==> src/rtl/pe_array_ctrl.sv <==
// Controller for a systolic PE chain: loads per-PE weights, streams samples into the
// chain and tracks in-flight samples so the pass ends only after the last result exits.
module pe_array_ctrl #(
  parameter int unsigned NUM_PE    = 9,
  parameter int unsigned ADDR_BW   = 5,
  parameter int unsigned WEIGHT_BW = 8,
  parameter int unsigned DATA_BW   = 8,
  parameter int unsigned PIPE_LAT  = NUM_PE
) (
  input  logic                 clk,
  input  logic                 rst_n,
  input  logic                 i_load,
  input  logic                 s_w_valid,
  output logic                 s_w_ready,
  input  logic [WEIGHT_BW-1:0] s_w_data,
  input  logic                 i_start,
  input  logic [15:0]          i_len,
  input  logic                 s_x_valid,
  output logic                 s_x_ready,
  input  logic [DATA_BW-1:0]   s_x_data,
  output logic                 o_w_en,
  output logic [ADDR_BW-1:0]   o_addr,
  output logic [WEIGHT_BW-1:0] o_w,
  output logic [DATA_BW-1:0]   o_x,
  output logic                 o_x_en,
  output logic                 o_res_valid,
  output logic                 o_busy,
  output logic                 o_done,
  output logic                 o_err,
  output logic                 o_w_loaded
);

  localparam int unsigned CNT_BW = 16;

  typedef enum logic [2:0] {
    IDLE  = 3'd0,
    LOAD  = 3'd1,
    RUN   = 3'd2,
    DRAIN = 3'd3,
    DONE  = 3'd4
  } state_e;

  state_e                state_q, state_d;
  logic [CNT_BW-1:0]     cnt_q, cnt_d;
  logic [CNT_BW-1:0]     len_q, len_d;
  logic                  w_loaded_q, w_loaded_d;
  logic                  w_en_q, w_en_d;
  logic [ADDR_BW-1:0]    addr_q, addr_d;
  logic [WEIGHT_BW-1:0]  w_q, w_d;
  logic [DATA_BW-1:0]    x_q, x_d;
  logic                  x_en_q, x_en_d;
  logic [PIPE_LAT-1:0]   sr_q, sr_d;
  logic                  err_q, err_d;
  logic                  done_q, done_d;
  logic                  busy_q, busy_d;
  logic                  w_rdy_q, w_rdy_d;
  logic                  x_rdy_q, x_rdy_d;

  // Next-state and registered-output logic
  always_comb begin
    state_d    = state_q;
    cnt_d      = cnt_q;
    len_d      = len_q;
    w_loaded_d = w_loaded_q;
    w_en_d     = 1'b0;
    addr_d     = addr_q;
    w_d        = w_q;
    x_en_d     = 1'b0;
    x_d        = x_q;
    err_d      = 1'b0;
    sr_d       = PIPE_LAT'({sr_q, x_en_q});

    case (state_q)
      IDLE: begin
        if (i_load) begin
          state_d    = LOAD;
          cnt_d      = '0;
          w_loaded_d = 1'b0;
        end else if (i_start) begin
          if (!w_loaded_q) begin
            err_d = 1'b1;
          end else if (i_len == 16'd0) begin
            state_d = DONE;
          end else begin
            state_d = RUN;
            len_d   = i_len;
            cnt_d   = '0;
          end
        end
      end
      LOAD: begin
        if (s_w_valid) begin
          w_en_d = 1'b1;
          w_d    = s_w_data;
          addr_d = ADDR_BW'(cnt_q);
          if (cnt_q == CNT_BW'(NUM_PE - 1)) begin
            state_d    = IDLE;
            w_loaded_d = 1'b1;
            cnt_d      = '0;
          end else begin
            cnt_d = cnt_q + 16'd1;
          end
        end
      end
      RUN: begin
        if (s_x_valid) begin
          x_en_d = 1'b1;
          x_d    = s_x_data;
          if (cnt_q == len_q - 16'd1) begin
            state_d = DRAIN;
          end else begin
            cnt_d = cnt_q + 16'd1;
          end
        end
      end
      DRAIN: begin
        // The last sample's qualifier has not entered the shift register yet on the first DRAIN cycle
        if (sr_q == '0 && !x_en_q) begin
          state_d = DONE;
        end
      end
      DONE:    state_d = IDLE;
      default: state_d = IDLE;
    endcase

    busy_d  = (state_d != IDLE);
    w_rdy_d = (state_d == LOAD);
    x_rdy_d = (state_d == RUN);
    done_d  = (state_d == DONE);
  end

  // State and output registers
  always_ff @(posedge clk or negedge rst_n) begin
    if (!rst_n) begin
      state_q    <= IDLE;
      cnt_q      <= '0;
      len_q      <= '0;
      w_loaded_q <= 1'b0;
      w_en_q     <= 1'b0;
      addr_q     <= '0;
      w_q        <= '0;
      x_q        <= '0;
      x_en_q     <= 1'b0;
      sr_q       <= '0;
      err_q      <= 1'b0;
      done_q     <= 1'b0;
      busy_q     <= 1'b0;
      w_rdy_q    <= 1'b0;
      x_rdy_q    <= 1'b0;
    end else begin
      state_q    <= state_d;
      cnt_q      <= cnt_d;
      len_q      <= len_d;
      w_loaded_q <= w_loaded_d;
      w_en_q     <= w_en_d;
      addr_q     <= addr_d;
      w_q        <= w_d;
      x_q        <= x_d;
      x_en_q     <= x_en_d;
      sr_q       <= sr_d;
      err_q      <= err_d;
      done_q     <= done_d;
      busy_q     <= busy_d;
      w_rdy_q    <= w_rdy_d;
      x_rdy_q    <= x_rdy_d;
    end
  end

  assign s_w_ready   = w_rdy_q;
  assign s_x_ready   = x_rdy_q;
  assign o_w_en      = w_en_q;
  assign o_addr      = addr_q;
  assign o_w         = w_q;
  assign o_x         = x_q;
  assign o_x_en      = x_en_q;
  assign o_res_valid = sr_q[PIPE_LAT-1];
  assign o_busy      = busy_q;
  assign o_done      = done_q;
  assign o_err       = err_q;
  assign o_w_loaded  = w_loaded_q;

endmodule

==> config.mk <==
export PLATFORM = sky130hd
export DESIGN_NAME = pe_array_ctrl
export DESIGN_NICKNAME = d
export VERILOG_FILES = /design/src/rtl/pe_array_ctrl.sv
export SDC_FILE = /design/constraint.sdc
export NUM_CORES = 1
export LEC_CHECK = 0
export CELL_PAD_IN_SITES_DETAIL_PLACEMENT = 1
export CELL_PAD_IN_SITES_GLOBAL_PLACEMENT = 1
export CORE_MARGIN = 4
export CORE_UTILIZATION = 41
export DETAILED_ROUTE_END_ITERATION = 10
export GPL_TIMING_DRIVEN = 0
export PLACE_DENSITY_LB_ADDON = 0.12
export RECOVER_POWER = 50
export SLEW_MARGIN = 20
export SYNTH_ARGS = -nofsm -noshare
export SYNTH_HDL_FRONTEND = slang
export SYNTH_SLANG_ARGS = --single-unit
export TNS_END_PERCENT = 50
==> constraint.sdc <==
create_clock -name clk -period 4.17 [get_ports clk]
set_input_delay 0.6255 -clock clk [delete_from_list [all_inputs] [get_ports clk]]
set_output_delay 0.6255 -clock clk [all_outputs]
set_load 0.005 [all_outputs]
# --- After elaboration in Yosys (flattened, before gate mapping) ---
# Cells that the tools add are included.
word_totals:
  out_inout_bits: 30
  reg_bits: 73
  input_bits: 38
op_classes:
  n_addsub: 2
  reduce_logical: 13
  n_bitwise: 2
  n_eq_ne: 16
  mux: 31
ops:
  columns: ["cell", "n"]
  rows:
  - ["$mux 16", 8]
  - ["$pmux 16 s3", 1]
  - ["$mux 3", 9]
  - ["$add 16x1->16 const B", 1]
  - ["$eq 16x16->1", 1]
  - ["$eq 16x4->1 const B", 1]
  - ["$logic_not 16->1", 1]
  - ["$sub 16x1->16 const B", 1]
  - ["$pmux 3 s4", 1]
  - ["$mux 1", 11]
  - ["$ne 2x2->1 const B", 5]
  - ["$eq 3x2->1 const B", 3]
  - ["$logic_not 9->1", 1]
  - ["$ne 3x3->1 const B", 3]
  - ["$reduce_and 7->1", 1]
  - ["$eq 3x1->1 const B", 2]
  - ["$reduce_bool 3->1", 2]
  - ["$reduce_and 5->1", 1]
  - ["$reduce_and 2->1", 2]
  - ["$reduce_and 4->1", 1]
  - ["$eq 3x3->1 const B", 1]
  - ["$logic_not 3->1", 1]
  - ["$not 1->1", 2]
  - ["$pmux 1 s2", 1]
  - ["other kinds (3)", 3]

# --- Depth between registers and ports, before layout ---
# Gate-level depths: netlist of run 1.
logic_depth:
  word_depth: 7
  ltp_mapped: 11
  mapped_depth_nobuf: 9

# --- Least setup slack after synthesis of run 1 ---
# OpenSTA, ideal clock, no wires.
synth_path:
  path_kind: "register to register"
  startpoint: "reg len_q[0]"
  endpoint: "reg cnt_q[15]"
  slack_ns: 1.128
  arrival_ns: 2.917
  period_less_slack_ns: 3.042
  setup_time_ns: 0.125
  path_stages_with_launch: 11
  t_required_ns: 4.045
  path_buffers: 1
  cell_sequence: "dfrtp_1 > inv_1 > ha_1 > or3b_2 > clkbuf_1 > or4_1 > a21o_1 > a2111oi_1 > nand4_1 > nand4_1 > mux2_2"
synth_between:
  elab_chain_len: 4
synth_lines:
  columns: ["element", "line", "rtl"]
  rows:
  - ["start: declaration", "45", "logic [CNT_BW-1:0] len_q, len_d;"]
  - ["start signal: assignment", "153", "len_q <= len_d;"]
  - ["$sub 16x1->16", "109", "if (cnt_q == len_q - 16'd1) begin"]
  - ["$eq 16x16->1", "109", null]
  - ["$ne 2x2->1 (no line)", null, null]
  - ["$reduce_and 7->1 (no line)", null, null]
  - ["end signal: assignment", "152", "cnt_q <= cnt_d;"]
  - ["end: declaration", "44", "logic [CNT_BW-1:0] cnt_q, cnt_d;"]
# No other way between the ends.
# A chain may end at the register's enable or synchronous reset.

# --- Worst setup path after layout of run 1 ---
# Ends and elaborated chain as after synthesis.

==> out/results.txt, run 1 <==
Die Footprint - 10510 sq um
Max Cap Viol - 0
Die width - 102.5 um
Worst vdd ir - 0.2906 mV
Fillers - 947
Setup Viol. Count Final - 0
Sw Ratio - 38.86%
Clock slew at reported path FFs - 0.09 ns
Leak Pwr - 2.046 nW
Vias in the first global route - 3289
CTS HTree Levels - 3
CP max stage cell - a2111oi_1
Part of the power in registers - 32.8%
Drt total wl - 10.07 mm
Fin crit period - 3.687 ns
Syn avg cell area - 10.77 sq um
Logic gate share of total power - 47.5%
Nets - 460
Slew Limit Headroom - 2.171%
Clk network pwr share - 19.6%
Detail Route Antenna Nets - 0
Via Count - 3014
CP max FO - 8
Worst Slack Setup Final - 0.4833 ns
Netlist cell types - 48
Post-CTS Resized - 0
Crit path DAT - 3.93 ns
Int Pwr - 1.989 mW
Clock root buffer - clkbuf_8
Port-buffer cells - 67
Clock Path Buffers - 2
Synth Instances - 340
DRT Pass-1 Iters - 4
Pwr per Cell Area - 690.1 nW/um^2
Outcome - finished clean
Prevailing post-synth register cell - dfrtp_1
Synth Area in Compound Gates - 9.976%
HPWL after DPL - 7.461 mm
RSZ-0062 raised after global routing - no
Kind of critical path - reg2reg
FP Rows - 34
CP max stage delay - 0.68 ns
Area contributors post-synth - dfrtp_1 (50%), mux2_2 (12%), xnor2_1 (3.6%)
Die H - 102.5 um
Seq/Total Area, Yosys - 49.88%
Dpl cells - 516
Sw Pwr - 1.264 mW
Area Growth Syn to Fin - 28.73%
Cell Area, Synth - 3662 sq um
Multi-input gate area - 1732 sq um
Iter 0 DRT Violations - 80
Xor-xnor portion of the synthesized cell area - 4.783%
Total CTS buffers - 9
Insertion delay to the later sink of the worst-skew pair - 0.36 ns
WP buf/inv - 2
Simple-Gate Fraction of Synth Area - 19.27%
Yosys warns - 0
Synth async-reset ratio - 100.0%
Hold Path Class - reg2reg
CP Capture Type - flop
Mux cell area share after synthesis - 12.23%
Final hold viol count - 0
Initial antenna violation count - 0
Initial Utilization - 41.99%
Gr usage total - 20.49%
Final Non-Filler Cells - 532
Main combinational cell family by area after synthesis - simple AND/OR/NAND/NOR gates
CP Launch Type - flop
First-pass GRT wire length - 16.57 mm
Core Footprint - 8721 sq um
Top delay family on crit path - simple AND/OR/NAND/NOR gates
Clock net sink count - 73
Number of hold buffers added after CTS - 0
Post-CTS setup buffer count - 0
CP Data Required Time - 4.41 ns
CP most frequent cell - nand4_1
WL/cell - 18.92 um
DRC errors left - 0
Grt total ovfl - 0
Slew Viols, Final - 0
Number of synthesized flops with an enable pin - 0
Area share of the largest cell type after synthesis - 49.88%
Worst slew pin tran - 1.467 ns
Synthesis-stage register bit count - 73
Sequential cell area - 1827 sq um
Max Clock Skew - 0.01448 ns
CTS tree - yes
Synth Area in Adders - 1.025%
Via-to-Cell Ratio - 5.665
GPL Wtd Cong - 0.7807
Max Clk Rate - 271.2 MHz
Ant. Diodes - 0
Period utilization - 88.41%
I/O pin cnt - 68
Synth area leader - dfrtp_1
Largest net degree at the start of global routing - 51
Layout cells sized above 1 - 15.57%
Post-Synthesis Net Count - 381
Worst-path cell chain - inv_1 -> ha_1 -> or3b_2 -> clkbuf_1 -> or4_1 -> a21o_1 -> a2111oi_1 -> nand4_1 -> nand4_1 -> mux2_2
Place WS - 0.6100 ns
-- state kept, by name (all words and copies together), names as in the netlist --
signal	cells
o_done	1
sr_q	9
state_q	3
o_w_loaded	1
o_busy	1
o_w_en	1
o_addr	5
cnt_q	16
o_x_en	1
o_x	8
s_w_ready	1
o_w	8
o_err	1
s_x_ready	1
len_q	16
-- metrics by stage --
stage          TNS (ns)  instance area [sq um]  utilization [%]  power, mW  hold WS, ns
3_3_place_gp     -12.60                   4468            51.23      2.555       0.3618
4_1_cts               0                   4718            54.10      3.280       0.1668
5_1_grt               0                   4715            54.06      3.488       0.3987
3_5_place_dp          0                   4493            51.52      2.619       0.3612
6_report              0                   4715            54.06      3.253       0.3805
2_1_floorplan         0                   3662                -      2.105       0.3299
-- power by group through the flow --
stage | logic (mW) | clock network, mW | registers (mW)
2_1_floorplan | 1.08 | 0 | 1.02
3_3_place_gp | 1.48 | 0 | 1.07
3_5_place_dp | 1.54 | 0 | 1.08
4_1_cts | 1.55 | 0.658 | 1.07
5_1_grt | 1.70 | 0.688 | 1.10
6_report | 1.55 | 0.639 | 1.07
-- kinds of logic after synthesis --
kind of cell	count (synthesis)
mux	40
flops	73
fa+ha+maj	3
buf+inv	25
xor+xnor	20
compound gates	58
simple gates	121
-- cell type report --
type,count,share of cell area (%)
clock buffer,9,2.627
sequential,73,38.75
multi-input combinational,242,36.73
inverter,9,0.7166
timing repair buffer,68,14.68
buffer,16,1.486
tap,108,2.866
clock inverter,7,2.150
-- layer usage --
metal,vias to the layer above,track usage [%],wire [um]
met1,1536,25.23,4329
met5,-,0,0
met2,52,35.75,5210
met4,0,6.660,121
met3,12,4.398,404
li1,1414,-,-
-- cell usage in the layout, fill, tap and decap left out, drive strengths merged, types with 12 or more instances in the layout --
cell type      synthesis  final
or3                   15     15
o21ai                 17     17
clkbuf                13     23
a21oi                 19     19
nand3                 12     12
dfrtp                 73     73
nor4                  15     15
xnor2                 15     15
clkdlybuf4s50          0     65
mux2                  38     38
nand2                 15     15
-- synthesized netlist by cell type (all sizes together) (3+ instances only) --
library cell / count
nor3: 8
nand2: 15
xor2: 5
or4: 5
nand4: 9
o41ai: 3
a21oi: 19
o21ai: 17
clkbuf: 13
nand3: 12
xnor2: 15
dfrtp: 73
ha: 3
nor2b: 4
or3: 15
and3: 11
nor4: 15
nor4b: 4
inv: 9
nor2: 11
mux2: 38
buf: 3
o211ai: 3
-- path summary, 6_finish.rpt --
| kind | startpoint | end | slack, ns | depth (start not counted) |
|---|---|---|---|---|
| max | len_q[0] | cnt_q[15] | 0.48 | 10 |
| min | sr_q[7] | sr_q[8] | 0.38 | 0 |
| max reg2reg | len_q[0] | cnt_q[15] | 0.48 | 10 |
| min reg2reg | sr_q[7] | sr_q[8] | 0.38 | 0 |
| max in group asynchronous | rst_n | len_q[15] | 2.67 | 2 |
| min in group asynchronous | rst_n | cnt_q[7] | 0.60 | 1 |
Power figures use the tool's default switching activity.
==> inputs of run 2 (changes only) <==
- CTS_CLUSTER_DIAMETER: not set -> 120
==> results of run 2 <==
Same layout as run 1: the final DEF is identical, and so are final timing and power.
==> inputs of run 3 (changes only) <==
- HOLD_SLACK_MARGIN: not set -> 0.1
==> results of run 3 <==
Same layout as run 1: the final DEF is identical, and so are final timing and power.
